`config.mk`:
```
export PLATFORM = sky130hd
export DESIGN_NAME = fu_arith_rsv_station
export DESIGN_NICKNAME = d
export VERILOG_FILES = /design/src/rtl/fu_arith_rsv_station.sv
export SDC_FILE = /design/constraint.sdc
export NUM_CORES = 2
export LEC_CHECK = 0
export BUFFER_PORTS_ARGS = -buffer_cell sky130_fd_sc_hd__buf_2
export CAP_MARGIN = 25
export CELL_PAD_IN_SITES_DETAIL_PLACEMENT = 1
export CELL_PAD_IN_SITES_GLOBAL_PLACEMENT = 1
export CORE_ASPECT_RATIO = 0.7
export CORE_MARGIN = 2
export CORE_UTILIZATION = 42
export DETAILED_ROUTE_END_ITERATION = 6
export HOLD_SLACK_MARGIN = 0.06
export PLACE_DENSITY_LB_ADDON = 0.1
export SETUP_SLACK_MARGIN = 0.05
export SLEW_MARGIN = 20
export SYNTH_ARGS = -nofsm -noshare
export SYNTH_HDL_FRONTEND = slang
export SYNTH_SLANG_ARGS = --single-unit
export TNS_END_PERCENT = 50
```
`constraint.sdc`:
```
create_clock -name clk -period 2.6 [get_ports clk]
set_input_delay 0.52 -clock clk [delete_from_list [all_inputs] [get_ports clk]]
set_output_delay 0.52 -clock clk [all_outputs]
set_load 0.01 [all_outputs]
```
`src/rtl/fu_arith_rsv_station.sv`:
```
// fu_arith_rsv_station: data-capturing reservation station for the integer arithmetic FU, oldest-ready issue.
// Define RS_ISSUE_BYPASS_EN to let a ready dispatch skip the station when nothing else is eligible.
module fu_arith_rsv_station #(
  parameter int DEPTH = 4,
  parameter int PRN_W = 7,
  parameter int ID_W  = 6,
  parameter int NWAKE = 2
) (
  input  logic                          clk,
  input  logic                          rst_n,
  input  logic                          flush,
  input  logic                          disp_valid,
  output logic                          disp_ready,
  input  logic [31:0]                   disp_inst,
  input  logic [ID_W-1:0]               disp_inst_id,
  input  logic [PRN_W-1:0]              disp_out_prn,
  input  logic [1:0][PRN_W-1:0]         disp_src_prn,
  input  logic [1:0]                    disp_src_rdy,
  input  logic [1:0][63:0]              disp_src_data,
  input  logic [NWAKE-1:0]              wk_valid,
  input  logic [NWAKE-1:0][PRN_W-1:0]   wk_prn,
  input  logic [NWAKE-1:0][63:0]        wk_data,
  input  logic                          fu_ready,
  output logic                          iss_valid,
  output logic [31:0]                   iss_inst,
  output logic [1:0][63:0]              iss_op,
  output logic [PRN_W-1:0]              iss_out_prn,
  output logic [ID_W-1:0]               iss_inst_id,
  output logic [$clog2(DEPTH):0]        occupancy
);
  localparam int IW = $clog2(DEPTH);
  localparam int CW = IW + 1;
  typedef struct packed {
    logic [31:0]          inst;
    logic [ID_W-1:0]      id;
    logic [PRN_W-1:0]     out;
    logic [1:0][PRN_W-1:0] prn;
    logic [1:0]           rdy;
    logic [1:0][63:0]     data;
  } ent_t;
  ent_t                       ent_q [DEPTH];
  ent_t                       ent_d [DEPTH];
  ent_t                       disp_e;
  logic [DEPTH-1:0]           val_q, val_d, elig, grant;
  logic [DEPTH-1:0][DEPTH-1:0] age_q, age_d;
  logic [CW-1:0]              occ_q, occ_d;
  logic [IW-1:0]              sel_idx, free_idx;
  logic                       disp_fire, iss_fire, alloc, byp;
  logic                       iss_valid_q, iss_valid_d;
  logic [31:0]                iss_inst_q, iss_inst_d;
  logic [1:0][63:0]           iss_op_q, iss_op_d;
  logic [PRN_W-1:0]           iss_out_q, iss_out_d;
  logic [ID_W-1:0]            iss_id_q, iss_id_d;
  // Lowest-index bus wins when several buses carry the same PRN.
  function automatic ent_t wake(input ent_t e);
    wake = e;
    for (int o = 0; o < 2; o++)
      for (int b = NWAKE - 1; b >= 0; b--)
        if (!e.rdy[o] && wk_valid[b] && wk_prn[b] == e.prn[o]) begin
          wake.rdy[o]  = 1'b1;
          wake.data[o] = wk_data[b];
        end
  endfunction
  assign disp_ready = (occ_q < CW'(DEPTH)) && !flush;
  always_comb begin
    disp_e    = wake({disp_inst, disp_inst_id, disp_out_prn, disp_src_prn, disp_src_rdy, disp_src_data});
    elig      = '0;
    grant     = '0;
    sel_idx   = '0;
    free_idx  = '0;
    for (int i = 0; i < DEPTH; i++) elig[i] = val_q[i] && (&ent_q[i].rdy);
    // age_q[i][j] set means entry i was dispatched before entry j.
    for (int i = 0; i < DEPTH; i++) begin
      grant[i] = elig[i];
      for (int j = 0; j < DEPTH; j++)
        if (j != i && elig[j] && !age_q[i][j]) grant[i] = 1'b0;
    end
    for (int i = 0; i < DEPTH; i++) if (grant[i]) sel_idx = IW'(i);
    for (int i = DEPTH - 1; i >= 0; i--) if (!val_q[i]) free_idx = IW'(i);
    disp_fire = disp_valid && disp_ready;
    iss_fire  = fu_ready && (|elig) && !flush;
`ifdef RS_ISSUE_BYPASS_EN
    byp       = disp_fire && (&disp_e.rdy) && !(|elig) && fu_ready;
`else
    byp       = 1'b0;
`endif
    alloc     = disp_fire && !byp;
    for (int i = 0; i < DEPTH; i++) ent_d[i] = wake(ent_q[i]);
    if (alloc) ent_d[free_idx] = disp_e;
    val_d = val_q;
    if (iss_fire) val_d[sel_idx] = 1'b0;
    if (alloc) val_d[free_idx] = 1'b1;
    if (flush) val_d = '0;
    age_d = age_q;
    if (alloc)
      for (int j = 0; j < DEPTH; j++) begin
        age_d[j][free_idx] = 1'b1;
        age_d[free_idx][j] = 1'b0;
      end
    occ_d       = flush ? '0 : occ_q + CW'(alloc) - CW'(iss_fire);
    iss_valid_d = iss_fire || byp;
    iss_inst_d  = iss_fire ? ent_q[sel_idx].inst : byp ? disp_e.inst : iss_inst_q;
    iss_op_d    = iss_fire ? ent_q[sel_idx].data : byp ? disp_e.data : iss_op_q;
    iss_out_d   = iss_fire ? ent_q[sel_idx].out  : byp ? disp_e.out  : iss_out_q;
    iss_id_d    = iss_fire ? ent_q[sel_idx].id   : byp ? disp_e.id   : iss_id_q;
  end
  always_ff @(posedge clk or negedge rst_n) begin
    if (!rst_n) begin
      for (int i = 0; i < DEPTH; i++) ent_q[i] <= '0;
      val_q       <= '0;
      age_q       <= '0;
      occ_q       <= '0;
      iss_valid_q <= 1'b0;
      iss_inst_q  <= '0;
      iss_op_q    <= '0;
      iss_out_q   <= '0;
      iss_id_q    <= '0;
    end else begin
      for (int i = 0; i < DEPTH; i++) ent_q[i] <= ent_d[i];
      val_q       <= val_d;
      age_q       <= age_d;
      occ_q       <= occ_d;
      iss_valid_q <= iss_valid_d;
      iss_inst_q  <= iss_inst_d;
      iss_op_q    <= iss_op_d;
      iss_out_q   <= iss_out_d;
      iss_id_q    <= iss_id_d;
    end
  end
  assign iss_valid   = iss_valid_q;
  assign iss_inst    = iss_inst_q;
  assign iss_op      = iss_op_q;
  assign iss_out_prn = iss_out_q;
  assign iss_inst_id = iss_id_q;
  assign occupancy   = occ_q;
endmodule

```
Word-level counts from Yosys, hierarchy flattened. Cells that the tools add are included.

Add/sub/neg operators: 2. Magnitude comparators: 8. Eq/ne operators: 20. Muxes and demuxes: 79. Bitwise operators: 17. Reduce and logical (&&, ||, !) cells: 85.

Operators with widths (count): two-way mux 64 bit (20); bitwise mux 756 bit (1); two-way mux 697 bit (1); two-way mux 189 bit (3); binary-select mux 189 bit (select 2 bit) (1); demux 189 bit (select 2 bit) (1); equality test 7 bit (20); bitwise AND 16 bit (4); NOT 16 bit (4); logical AND 1 bit (60); two-way mux 1 bit (33); demux 4 bit (select 2 bit) (4); logical NOT 1 bit (20); OR 4 bit (5); two-way mux 4 bit (4); two-way mux 2 bit (7); AND reduction 2 bit (4); greater-or-equal comparator 3 bit, second input constant (2); less-than comparator 2 x 3 -> 1 bit, second input constant (2); two-way mux 3 bit (2); NOT 2 -> 3 bit (2); bitwise AND 4 bit (1); demux 1 bit (select 2 bit) (2); greater-or-equal comparator 2 x 1 -> 1 bit, second input constant (2); other kinds (6) (6).

Register bits after elaboration: 953. Logic and storage cells: 255.

Logic depth before layout (Yosys ltp).
Depth after elaboration: 19. Mapped depth: 13. Depth with buffers taken out: 10.

Worst setup path after synthesis. Ideal clock, no wire load.

Path type: input to register. Start: input flush. End: register occ_q[2] (netlist: occupancy[2]). Setup time: 123 ps. Arrival: 2778 ps. Data required time: 2477 ps. Path slack: -301 ps. Stages: 13. Path buffers: 3. Cells stage by stage: buf_2 nand2b_1 a41o_1 inv_2 clkbuf_1 clkbuf_1 ha_1 inv_1 ha_1 inv_1 fa_1 xnor2_1 nor2_1.

Elaborated cells between the ends (all ways): 7.

RTL lines: start: declaration (RTL line 11) `input logic flush,`; logical NOT 1 bit (RTL line 81) `iss_fire = fu_ready && (|elig) && !flush;`; logical AND 1 bit (RTL line 81); via iss_fire (RTL line 48) `logic disp_fire, iss_fire, alloc, byp;`; subtractor 3 x 1 -> 3 bit (RTL line 100) `occ_d = flush ? '0 : occ_q + CW'(alloc) - CW'(iss_fire);`; two-way mux 3 bit (RTL line 100); via occ_d[2] (RTL line 46) `logic [CW-1:0] occ_q, occ_d;`; end signal: assignment (RTL line 112) `occ_q <= '0;`; end signal: assignment (RTL line 122) `occ_q <= occ_d;`; end: declaration (RTL line 46).

The timed path passes the listed nets, and every way through them passes these cells. A chain may end at the register's enable or synchronous reset.

Worst setup path in the final report.
Start: register ent_q[696] (netlist name). End: register iss_op_q (netlist bit iss_op[17]).

Word-level cells in the longest chain between the ends: 13. Elaborated cells between the ends (all ways): 24.

RTL lines: AND reduction 2 bit (*) (RTL line 71) `for (int i = 0; i < DEPTH; i++) elig[i] = val_q[i] && (&ent_q[i].rdy);`; logical AND 1 bit (*) (RTL line 71); logical AND 1 bit (RTL line 76) `if (j != i && elig[j] && !age_q[i][j]) grant[i] = 1'b0;`; two-way mux 1 bit (3 in a row) (RTL line 76); two-way mux 1 bit (RTL line 78) `for (int i = 0; i < DEPTH; i++) if (grant[i]) sel_idx = IW'(i);`; two-way mux 2 bit (2 in a row) (RTL line 78); NOT 2 -> 3 bit (not written as such) (RTL line 103) `iss_op_d = iss_fire ? ent_q[sel_idx].data : byp ? disp_e.data : iss_op_q;`; binary-select mux 189 bit (select 2 bit) (RTL line 103); two-way mux 189 bit (2 in a row); end signal: assignment (RTL line 125) `iss_op_q <= iss_op_d;`; end: declaration (RTL line 51) `logic [1:0][63:0] iss_op_q, iss_op_d;`.

Every way passes the cells marked *; elsewhere a longest branch is shown, timed or not. The select of a mux whose other input is x is not followed.

==> results.md <==
- RSZ-0062 raised after global routing: yes
- Port Buffers: approximately 520
- First-pass GRT wire length: 413000 µm
- Routability cong.: 0.895
- CTS max path bufs: 3
- Min Tclk post-route: roughly 2600 ps
- Reg-to-reg slack, setup: -10 ps
- Area share of the largest cell type after synthesis: 0.426
- Initial DRC count: about 7400
- DP HPWL: between 150000 and 200000 µm
- Leak: between 30 and 40 nW
- Via density: roughly 7.0
- CTS Sinks: around 950
- Die height: between 300 and 400 µm
- Async S/R FF share, synth: 1.00
- CP Data Arrival Time: 3190 ps
- CORE AREA: ~0.13 mm²
- Antenna violations before repair: 42
- Register area share after synthesis: 0.426
- Post-Syn Area: between 0.05 and 0.06 mm²
- Drt wl/cell: roughly 35 µm
- Max Fclk: between 0.3 and 0.4 GHz
- Most frequent cells in the layout: dfrtp_1, and3_1, o21ai_0
- Most used DFF post-synth: dfrtp_1
- Slew HR: 0.359
- MaxCap Viol Count: 0
- Total GRT Usage: 0.408
- WS Path Type: reg -> reg
- Setup ws final: -9.81 ps
- IO Pins: approximately 520
- Routed WL: around 280000 µm
- Clock Tree Root: clkbuf_16
- CTS tree: yes
- Worst-skew pair later-pin latency: ~760 ps
- Num CTS Buffers: a little over 100
- DRC: 40
- Layout cells sized above 1: 0.256
- Endpoints failing setup: 3
- Crit path max fanout: 18
- Synth cell types: 62
- Final Net Count: about 6700
- Fin. max-slew vios: 0
- H-tree lvl count: 3
- Initial core utilization: 0.424
- Total power: ~56 mW
- Startpoint Class: flop
- Via Count: approximately 58000
- Slew @ Worst Pin: around 950 ps
- Syn_nets: about 6300
- DRT antenna net count: 0
- Largest net degree at the start of global routing: roughly 110
- Cell count after synthesis: about 6000
- Hold WC Path Type: in -> reg
- Synth top area cells: dfrtp_1, and3_1, a211oi_1
- Row cnt: between 100 and 150
- PwrDens: about 820 mW/mm²
- Total congestion overflow: 0
- Layout area overhead: 22.5%
- Die ar.: around 0.14 mm²
- Syn Area/Cell: between 9 and 10 µm²
- Drt first pass iters: 7
- Skew final: 32.0 ps
- Clock transition at path regs: 70 ps
- Commonest non-fill, non-tap cell in the layout: dfrtp_1
- Vias in the first global route: 58900
- Yosys warns: 0
- Post-route clock period utilization: 1.00
- Final hold violations: 0
- Crit end category: flop
- Filler Cells Inserted: 14600
- Cell taking the most area after synthesis: dfrtp_1
- Die X: roughly 440 µm
- Non-filler cells, final: around 8200
- Status: finished with violations
- Yosys reg bits: between 900 and 1000
- Worst vdd ir: about 0.5 mV
- Dpl cells: around 7900
- Violated checks: DRC, setup timing
- Post-synth EDFFs: 0
- Data required, critical path: around 3200 ps
[critical path, stage by stage (launching register included)]
cell and delay [ps]:
dfrtp_1 440, and4b_1 210, a2111o_2 490, buf_12 200, buf_16 200, buf_6 150
mux2_4 320, a221oi_4 290, a21oi_1 100
[final timing paths]
kind,to,cells after the start,from
min reg2reg,ent_q[376],2,ent_q[376]
min,ent_q[705],3,disp_src_prn[8]
max reg2reg,iss_op[17],8,ent_q[696]
max in group asynchronous,iss_op[17],4,rst_n
max,iss_op[17],8,ent_q[696]
min in group asynchronous,ent_q[141],2,rst_n
[synth_stat cells, types with 4 or more instances]
master and count:
nor2_1 192, o21ai_0 518, nand3_1 98, nor3_1 28
o31ai_1 48, nand4_1 21, xnor2_1 62, nor2b_1 8
and3_1 787, a21boi_0 113, nand3b_1 35, nand2_2 4
mux2_1 100, a221oi_2 148, a211oi_2 6, nand2_1 377
nor4_1 22, mux2_2 143, buf_2 72, and2_1 7
o21a_1 4, xor2_1 80, o32ai_1 47, o32ai_2 5
buf_4 7, nand4b_1 5, nand2b_1 14, buf_1 49
clkbuf_1 561, o22ai_1 488, mux2_4 48, a221oi_1 25
buf_6 16, inv_1 35, a21boi_1 10, or2_2 6
a211oi_1 513, a21oi_1 182, dfrtp_1 946, o31ai_2 50
[stage by stage]
| stage | cell area [µm²] | TNS [ps] | util | hold WS, ps | setup slack, ps |
|---|---|---|---|---|---|
| 6_report | 68100 | -19.6 | 0.520 | 114 | -9.81 |
| 3_3_place_gp | 63500 | -40030 | 0.484 | 449 | -269 |
| 3_5_place_dp | 63500 | -61940 | 0.484 | 454 | -276 |
| 5_1_grt | 68100 | -190 | 0.519 | 104 | -40.2 |
| 2_1_floorplan | 55600 | 0 | - | 224 | 59.7 |
| 4_1_cts | 67700 | 0 | 0.516 | 74.5 | 22.1 |
[metal layers]
layer,track usage,up-vias,share of wire
met5,0,-,0.00034
met2,0.598,3924,0.43
li1,-,23400,-
met4,0.201,14,0.052
met3,0.103,857,0.11
met1,0.560,29400,0.41
[cell families after synthesis]
group / after synthesis / share of synthesized area
compound gates: 2170 / 0.278
fa+ha+maj: 3 / 0.000810
mux: 291 / 0.0622
xor+xnor: 142 / 0.0224
simple gates: 1621 / 0.156
buf+inv: 741 / 0.0543
flops: 946 / 0.426
[where the power goes]
group	leakage (nW)	switching (mW)	total, mW	internal, mW
Sequential	12.0	3.14	22.8	19.7
Clock	1.75	6.85	16.1	9.25
Combinational	18.6	9.18	16.8	7.67
Total	32.3	19.2	55.8	36.6
[registers in the layout (all words and copies together), names as in the netlist, named ones only]
register	count
iss_inst	32
age_q	3
iss_op	128
iss_out_prn	7
ent_q	756
iss_valid	1
val_q	4
iss_inst_id	6
occupancy	3
[what timing repair did]
action / in CTS / in global routing
hold buffers: 54 / 0
cloned: 0 / 1
hold endpoints to repair: 219 / 0
buffers inserted: 4 / 6
setup endpoints to repair: 34 / 168
pin swaps: 2 / 26
gates resized for setup: 7 / 54
[cell type report]
class	count	area, µm²	share of cell area
Antenna cell	24	60.1	0.000882
Clock buffer	155	3080	0.0453
Clock inverter	33	470	0.00691
Inverter	36	143	0.00209
Multi-Input combinational cell	4227	29600	0.435
Sequential cell	946	23700	0.348
Tap cell	1751	2190	0.0322
Timing Repair Buffer	1044	8890	0.130
Note: power is estimated with default switching activity, not from simulation.
